File: config.mk
export PLATFORM = sky130hd
export DESIGN_NAME = mdu_hilo_ctrl
export DESIGN_NICKNAME = d
export VERILOG_FILES = /design/src/rtl/mdu_hilo_ctrl_pkg.sv /design/src/rtl/mdu_hilo_ctrl_hilo_reg.sv /design/src/rtl/mdu_hilo_ctrl.sv
export SDC_FILE = /design/constraint.sdc
export NUM_CORES = 1
export LEC_CHECK = 0
export ABC_AREA = 1
export CAP_MARGIN = 20
export CORE_ASPECT_RATIO = 0.9
export CORE_MARGIN = 5
export CORE_UTILIZATION = 30
export CTS_BUF_LIST = sky130_fd_sc_hd__clkbuf_4
export DETAILED_ROUTE_END_ITERATION = 8
export GPL_ROUTABILITY_DRIVEN = 0
export GPL_TIMING_DRIVEN = 0
export PLACE_DENSITY = 0.59
export REMOVE_ABC_BUFFERS = 1
export SYNTH_ARGS = -nofsm -noshare
export SYNTH_HDL_FRONTEND = slang
export SYNTH_SLANG_ARGS = --single-unit
File: constraint.sdc
create_clock -name clk -period 12.67 [get_ports clk]
set_input_delay 3.1675 -clock clk [delete_from_list [all_inputs] [get_ports clk]]
set_output_delay 3.1675 -clock clk [all_outputs]
set_load 0.005 [all_outputs]
File: src/rtl/mdu_hilo_ctrl_pkg.sv
// rtl/mdu_hilo_ctrl_pkg.sv - shared opcode, data and state types for the MDU issue/commit path
package mdu_hilo_ctrl_pkg;

  typedef enum logic [3:0] {
    OP_NOP, OP_MUL, OP_MULT, OP_MULTU, OP_MADD, OP_MADDU,
    OP_MSUB, OP_MSUBU, OP_DIV, OP_DIVU, OP_MTHI, OP_MTLO
  } Oper_t;

  typedef logic [63:0] DoubleWord_t;

  typedef logic [1:0] MdState_t;
  localparam MdState_t IDLE = 2'd0;
  localparam MdState_t RUN  = 2'd1;
  localparam MdState_t DONE = 2'd2;

  function automatic logic is_long_op(input Oper_t op);
    return op inside {OP_MUL, OP_MADD, OP_MADDU, OP_MSUB, OP_MSUBU, OP_DIV, OP_DIVU};
  endfunction

  function automatic logic is_short_op(input Oper_t op);
    return op inside {OP_MULT, OP_MULTU};
  endfunction

endpackage

File: src/rtl/mdu_hilo_ctrl_hilo_reg.sv
// rtl/mdu_hilo_ctrl_hilo_reg.sv - architectural HI/LO storage with split and full write enables
module mdu_hilo_ctrl_hilo_reg
  import mdu_hilo_ctrl_pkg::*;
(
  input  logic        clk,
  input  logic        rst,
  input  logic        flush,
  input  logic        wr_hi,
  input  logic        wr_lo,
  input  logic        wr_all,
  input  logic [63:0] wdata,
  output logic [63:0] hilo
);

  logic [31:0] hi;
  logic [31:0] lo;

  // A flushed instruction never reaches architectural state.
  always_ff @(posedge clk or posedge rst) begin
    if (rst) begin
      hi <= 32'd0;
      lo <= 32'd0;
    end else if (!flush) begin
      if (wr_all || wr_hi) hi <= wdata[63:32];
      if (wr_all || wr_lo) lo <= wdata[31:0];
    end
  end

  assign hilo = {hi, lo};

endmodule

File: src/rtl/mdu_hilo_ctrl.sv
// rtl/mdu_hilo_ctrl.sv - issue/commit controller between EX and the multi-cycle multiply/divide unit
module mdu_hilo_ctrl
  import mdu_hilo_ctrl_pkg::*;
#(
  parameter int MAX_CYC = 40,
  parameter int CNT_W   = 6
) (
  input  logic        clk,
  input  logic        rst,
  input  logic        flush,
  input  logic        req_valid,
  input  Oper_t       req_op,
  input  logic [31:0] req_reg1,
  input  logic [31:0] req_reg2,
  output logic        stall_req,
  output logic [31:0] mul_result,
  output logic        mul_valid,
  output logic [63:0] hilo,
  output Oper_t       mdu_op,
  output logic [31:0] mdu_reg1,
  output logic [31:0] mdu_reg2,
  output logic [63:0] mdu_hilo,
  output logic        mdu_flush,
  input  logic [63:0] mdu_ret,
  input  logic        mdu_busy,
  output logic        timeout
);

  MdState_t    state;
  Oper_t       op_q;
  logic [31:0] reg1_q;
  logic [31:0] reg2_q;
  DoubleWord_t snap_q;
  DoubleWord_t result_q;
  logic [CNT_W-1:0] cnt;
  logic        abort_q;

  logic        wr_hi;
  logic        wr_lo;
  logic        wr_all;
  DoubleWord_t wr_data;

  logic req_long;
  assign req_long  = req_valid && is_long_op(req_op);
  assign mdu_flush = flush;

  always_comb begin
    mdu_op     = OP_NOP;
    mdu_reg1   = req_reg1;
    mdu_reg2   = req_reg2;
    mdu_hilo   = hilo;
    stall_req  = 1'b0;
    mul_valid  = 1'b0;
    mul_result = result_q[31:0];
    wr_hi      = 1'b0;
    wr_lo      = 1'b0;
    wr_all     = 1'b0;
    wr_data    = mdu_ret;
    case (state)
      IDLE: begin
        if (req_valid) mdu_op = req_op;
        if (req_long) begin
          stall_req = !flush;
        end else if (req_valid && is_short_op(req_op)) begin
          wr_all = 1'b1;
        end else if (req_valid && (req_op == OP_MTHI || req_op == OP_MTLO)) begin
          wr_data = {req_reg1, req_reg1};
          wr_hi   = (req_op == OP_MTHI);
          wr_lo   = (req_op == OP_MTLO);
        end
      end
      RUN: begin
        mdu_op    = op_q;
        mdu_reg1  = reg1_q;
        mdu_reg2  = reg2_q;
        mdu_hilo  = snap_q;
        stall_req = !flush;
      end
      DONE: begin
        // Unit sees NOP here so the still-presented instruction is not restarted.
        wr_data = result_q;
        if (op_q == OP_MUL) mul_valid = !flush && !abort_q;
        else                wr_all    = !abort_q;
      end
      default: ;
    endcase
  end

  always_ff @(posedge clk or posedge rst) begin
    if (rst) begin
      state    <= IDLE;
      op_q     <= OP_NOP;
      reg1_q   <= 32'd0;
      reg2_q   <= 32'd0;
      snap_q   <= 64'd0;
      result_q <= 64'd0;
      cnt      <= '0;
      abort_q  <= 1'b0;
      timeout  <= 1'b0;
    end else if (flush) begin
      state   <= IDLE;
      cnt     <= '0;
      abort_q <= 1'b0;
    end else begin
      case (state)
        IDLE: begin
          if (req_long) begin
            state   <= RUN;
            op_q    <= req_op;
            reg1_q  <= req_reg1;
            reg2_q  <= req_reg2;
            snap_q  <= hilo;
            cnt     <= CNT_W'(1);
            abort_q <= 1'b0;
          end
        end
        RUN: begin
          cnt <= cnt + 1'b1;
          if (!mdu_busy) begin
            result_q <= mdu_ret;
            state    <= DONE;
          end else if (cnt == CNT_W'(MAX_CYC)) begin
            timeout <= 1'b1;
            abort_q <= 1'b1;
            state   <= DONE;
          end
        end
        DONE: begin
          state <= IDLE;
          cnt   <= '0;
        end
        default: state <= IDLE;
      endcase
    end
  end

  mdu_hilo_ctrl_hilo_reg u_hilo_reg (
    .clk    (clk),
    .rst    (rst),
    .flush  (flush),
    .wr_hi  (wr_hi),
    .wr_lo  (wr_lo),
    .wr_all (wr_all),
    .wdata  (wr_data),
    .hilo   (hilo)
  );

endmodule

# Yosys cells after proc, flatten, opt, wreduce, memory -nomap -nowiden
# Cells that the tools add are included.
op_classes:
  n_reduce_logical: 22
  n_bitwise: 2
  n_eq_ne: 19
  add_sub_neg: 1
  muxes: 38
op_table:
  columns: ["cell", "n"]
  rows:
  - ["2-to-1 mux 64 bit", 4]
  - ["one-hot mux 64 bit (2 select lines)", 1]
  - ["2-to-1 mux 32 bit", 2]
  - ["2-to-1 mux 1 bit", 18]
  - ["one-hot mux 6 bit (3 select lines)", 1]
  - ["== test 4 x 3 -> 1 bit (second input constant)", 4]
  - ["== test 4 bit (second input constant)", 4]
  - ["2-to-1 mux 6 bit", 2]
  - ["inequality test 3 bit (second input constant)", 3]
  - ["== test 4 x 1 -> 1 bit (second input constant)", 2]
  - ["== test 4 x 2 -> 1 bit (second input constant)", 2]
  - ["2-to-1 mux 2 bit", 4]
  - ["one-hot mux 4 bit (2 select lines)", 1]
  - ["AND reduction 2 bit", 4]
  - ["AND reduction 4 bit", 2]
  - ["nonzero test 7 bit", 1]
  - ["adder 6 x 1 -> 6 bit (second input constant)", 1]
  - ["== test 6 bit (second input constant)", 1]
  - ["one-hot mux 1 bit (2 select lines)", 3]
  - ["AND reduction 3 bit", 2]
  - ["logical AND 1 bit", 4]
  - ["2-to-1 mux 4 bit", 1]
  - ["inequality test 4 bit (second input constant)", 1]
  - ["one-hot mux 2 bit (2 select lines)", 1]
  - ["9 further kinds", 13]
totals:
  output_inout_bits: 232
  in_bits: 137
  ff_bits: 270
  elab_cells: 93

# Logic depth before layout (Yosys ltp)
# Gate-level depths: netlist of run 1.
depth:
  word_depth: 9
  mapped_depth: 11
  depth_no_buf: 10

# Hierarchy
# Synthesis of run 1 repeated with hierarchy kept, for this count alone.
hier_totals:
  cells_unflattened: 1873
  hier_area_um2: 13990.9
modules_own_cells:
  columns: ["module", "area_each_um2", "cells_per_inst", "instances", "seq_area_each_um2"]
  rows:
  - ["mdu_hilo_ctrl", 11449.7, 1589, 1, 5154.9]
  - ["mdu_hilo_ctrl_hilo_reg", 2541.2, 284, 1, 1601.5]

# Worst setup path before layout of run 1
# OpenSTA, ideal clock, no wires.
synth_timing:
  path_kind: "input-to-output"
  start: "input req_op[0]"
  end: "output stall_req"
  path_buffers: 1
  path_slack_ns: 5.523
  stages: 5
  t_arrival_ns: 3.979
  required_time_ns: 9.502
  cell_sequence: "nor3_1 > nor2_2 > nand2_2 > clkbuf_1 > o21ai_0"
synth_via:
  elab_chain_cells: 5
  word_cells_on_any_way: 11
  classes_between: "7 x eq/ne; 2 x mux; 2 x reduce/logical"
synth_rtl:
  columns: ["element", "line_no", "text"]
  rows:
  - ["from (decl)", "mdu_hilo_ctrl.sv:12", "input Oper_t req_op,"]
  - ["== test 4 x 1 -> 1 bit (tied with other cells)", "mdu_hilo_ctrl_pkg.sv:17", "return op inside {OP_MUL, OP_MADD, OP_MADDU, OP_MSUB, OP_MSUBU, OP_DIV, OP_DIVU};"]
  - ["nonzero test 7 bit *", "mdu_hilo_ctrl_pkg.sv:17", null]
  - ["logical AND 1 bit *", "mdu_hilo_ctrl.sv:44", "assign req_long = req_valid && is_long_op(req_op);"]
  - ["2-to-1 mux 1 bit *", "mdu_hilo_ctrl.sv:62", "if (req_long) begin"]
  - ["one-hot mux 1 bit (2 select lines) *", "mdu_hilo_ctrl.sv:59", "case (state)"]
  - ["to (decl)", "mdu_hilo_ctrl.sv:15", "output logic stall_req,"]
# Every way passes the cells marked *; elsewhere a longest branch is shown, timed or not.

# Worst setup path in the final report of run 1
layout_timing:
  start: "input flush"
  end: "output stall_req"
layout_via:
  elab_chain_cells: 3
layout_rtl:
  columns: ["element", "line_no", "text"]
  rows:
  - ["from (decl)", "mdu_hilo_ctrl.sv:10", "input logic flush,"]
  - ["zero test 1 bit *", null, null]
  - ["2-to-1 mux 1 bit", "mdu_hilo_ctrl.sv:62", null]
  - ["one-hot mux 1 bit (2 select lines) *", "mdu_hilo_ctrl.sv:59", null]
# Marked as above.

==> results.md, run 1 <==
- Num ports: between 300 and 400
- Most frequent cells after synthesis: 677 x nand2_1, 270 x dfrtp_1, 205 x o21ai_0, 167 x inv_1, 91 x o21ai_1
- Clock slew seen by the registers of the worst setup and hold paths: 0.06 ns
- Most numerous cell in the Yosys netlist: nand2_1
- Synth Cell Area: 14,400 sq um
- Worst path arrival time: 5.84 ns
- Die X-Extent: 241 microns
- Post-CTS Hold Buffers: 0
- Status: finished, final reports clean
- Placement Cell Area: between 15,000 and 20,000 sq um
- Largest net degree at the start of global routing: 135
- GRT Resource Usage Total: 0.177
- Fin. Hold Viols: 0
- RSZ-0062 raised after global routing: no
- Length of the first detailed-routing pass in iterations: 5
- Clock sinks: 270
- Global route overflow: 0
- Drt total wl: 47,300 microns
- Clk_lat worst skew: 0.77 ns
- TritonCTS Buffers: 80
- Syn Inst Count: 1,807
- CTS tree: done
- Final Cell Area: 19,300 sq um
- DRT iter0 DRCs: between 700 and 800
- Relative slew slack: 0.341
- Startpoint types: input pin
- Root buffer cell: clkbuf_4
- Max Root-Sink Buffers: 3
- Number of synthesized flops with an enable pin: 0
- Final non-filler cell total: 2,805
- Crit. End Element: output port
- Vias in the first global route: 13,300
- DR WL/cell: around 17 microns
- Period utilization: 0.711
- Register area share after synthesis: 0.469
- Period minus WS final: 9.01 ns
- Post-CTS Setup Inserts: 0
- Setup Viol. Count Final: 0
- Via density: 4.72
- Synth warn: 0
- Core area: 47,700 sq um
- H-tree Lvls: 3
- Worst Tran Pin Value: 0.985 ns
- Placed cells: about 2,700
- Post-synth ARST share: 1.00
- Post-synthesis cell type count: 36
- Nets: 2,266
- Layout cells sized above 1: 0.111
- Path type of the worst min-delay path: reg -> reg
- DRC viols: 0
- Starting Density: 0.302
- Ys flop type: dfrtp_1
- Layout area overhead: 33.9%
- Fmax: 111 MHz
- Via count: approximately 13,000
- Die height: 218 microns
- Avg Cell Area, Syn: around 8 sq um
- First-pass GRT wire length: 74,000 microns
- Core Rows: 76
- Die area: 52,500 sq um
- Post-route antenna net violation count: 0
- Pleak: 9.19 nW
- Fin. max-slew vios: 0
- DP HPWL: 31,300 microns
- Setup CP Type: in -> out
- Flops & latches, synth: between 200 and 300
- Max Cap Viol: 0
- Worst-path maximum fanout: 134
- Required @ worst endpoint: between 9 and 10 ns
- IO buf count: 368
- Cell Pwr Density: 233 nW/um^2
- Synth top area cells: dfrtp_1 47%, nand2_1 18%, o21ai_0 7.1%, inv_1 4.3%, a22oi_1 3.3%
- Clk_skew: 0.0328 ns
- Hold slack: 0.479 ns
- Maximum vdd drop: 0.000127 V
- Post-cts sizing count: 0
- Synth area leader: dfrtp_1
- Post-synth top area share: 0.469
- Initial antenna violation count: 4
[stage by stage]
stage          power, mW  setup slack, ns  utilization  TNS (ns)
3_5_place_dp        3.69             3.66        0.383         0
6_report            4.50             3.66        0.404         0
5_1_grt             4.88             3.50        0.404         0
4_1_cts             4.57             3.63        0.404         0
3_3_place_gp        3.66            -2.27        0.375   -601.26
2_1_floorplan       2.49             2.06            -         0
[cell type report]
| class | instances | area (sq um) |
|---|---|---|
| flip-flops and latches | 270 | 6760 |
| diodes | 4 | 10.0 |
| multi-input cells | 1217 | 6090 |
| well taps | 624 | 781 |
| fillers | 4824 | 28400 |
| clock buffers | 118 | 886 |
| repair buffers | 383 | 4030 |
| clock inverters | 18 | 98.8 |
| inverters | 171 | 651 |
[logic make-up after synthesis]
group                      Yosys count  synth area share
DFF                                270             0.469
and+or+nand+nor                    760             0.208
buffers and inverters              320             0.114
adders and majority gates            6           0.00521
muxes                               45            0.0422
AOI/OAI and AO/OA                  406             0.163
[flip-flops by register name, indices dropped and copies added (netlist names)]
name           cells
reg1_q            32
u_hilo_reg.lo     32
abort_q            1
result_q          64
cnt                6
u_hilo_reg.hi     32
timeout            1
op_q               4
state              2
snap_q            64
reg2_q            32
[worst max-delay path: stages]
cell and delay, ns:
clkdlybuf4s50_1 0.70, nor2_2 0.48, nand2_8 0.51, o21ai_0 0.36, clkdlybuf4s50_1 0.57
[where the power goes]
part | switching (mW) | total, mW | internal [mW]
clock network | 0.389 | 0.833 | 0.443
registers | 0.255 | 1.50 | 1.25
logic | 1.06 | 2.16 | 1.10
total | 1.70 | 4.50 | 2.80
[per-layer routing]
metal,wire (microns),global-route usage,up-vias,share of wire
li1,-,-,6453,-
met1,20800,0.228,6249,0.44
met2,21100,0.276,455,0.45
met3,4200,0.0658,89,0.089
met4,1190,0.0585,2,0.025
met5,11,0,-,0.00023
[final timing paths]
check                      slack (ns)  depth (start not counted)                   start                           end
setup reg to reg                 8.83                         10    state[0]$_DFFE_PP0P_  u_hilo_reg.hi[1]$_DFFE_PP0P_
hold / removal                   0.48                          2  snap_q[33]$_DFFE_PP0P_        snap_q[33]$_DFFE_PP0P_
hold reg to reg                  0.48                          2  snap_q[33]$_DFFE_PP0P_        snap_q[33]$_DFFE_PP0P_
min in group asynchronous        2.81                          2                     rst        reg2_q[13]$_DFFE_PP0P_
max in group asynchronous        8.89                          3                     rst        snap_q[13]$_DFFE_PP0P_
setup / recovery                 3.66                          5                   flush                     stall_req
[cell usage in the layout (no fill, tap or decap), types with 3 or more instances in the layout]
cell and n:
nand2_1 676, clkdlybuf4s50_1 368, dfrtp_1 270, o21ai_0 205
inv_1 166, clkbuf_4 118, o21ai_1 91, a22oi_1 64
nand3_1 47, o21ai_2 37, mux2_4 27, mux2_2 14
nor2_1 11, clkinv_1 11, buf_12 9, buf_16 6
inv_2 5, clkinv_2 5, nor3_1 5, diode_2 4
nand2_2 4, nand4_1 4, mux2_1 4, o22ai_1 3
a21oi_1 3, nor2_4 3, nor2_2 3, ha_4 3
ha_1 3
No activity file was read; power rests on OpenSTA's default activity.
==> run 2: changes to the inputs <==
- clock period: 12.67 -> 8.4 ns (I/O delays scaled with it)
==> results of run 2 <==
Same layout as run 1 (identical final DEF). Status: finished, final reports clean.
Among the figures that moved: setup slack after placement 3.66 ns -> 1.53 ns; setup slack after layout 3.66 ns -> 1.52 ns; register-to-register setup slack 8.83 ns -> 4.56 ns; total power 4.50 mW -> 6.78 mW; worst IR drop on VDD 0.000127 V -> 0.000191 V
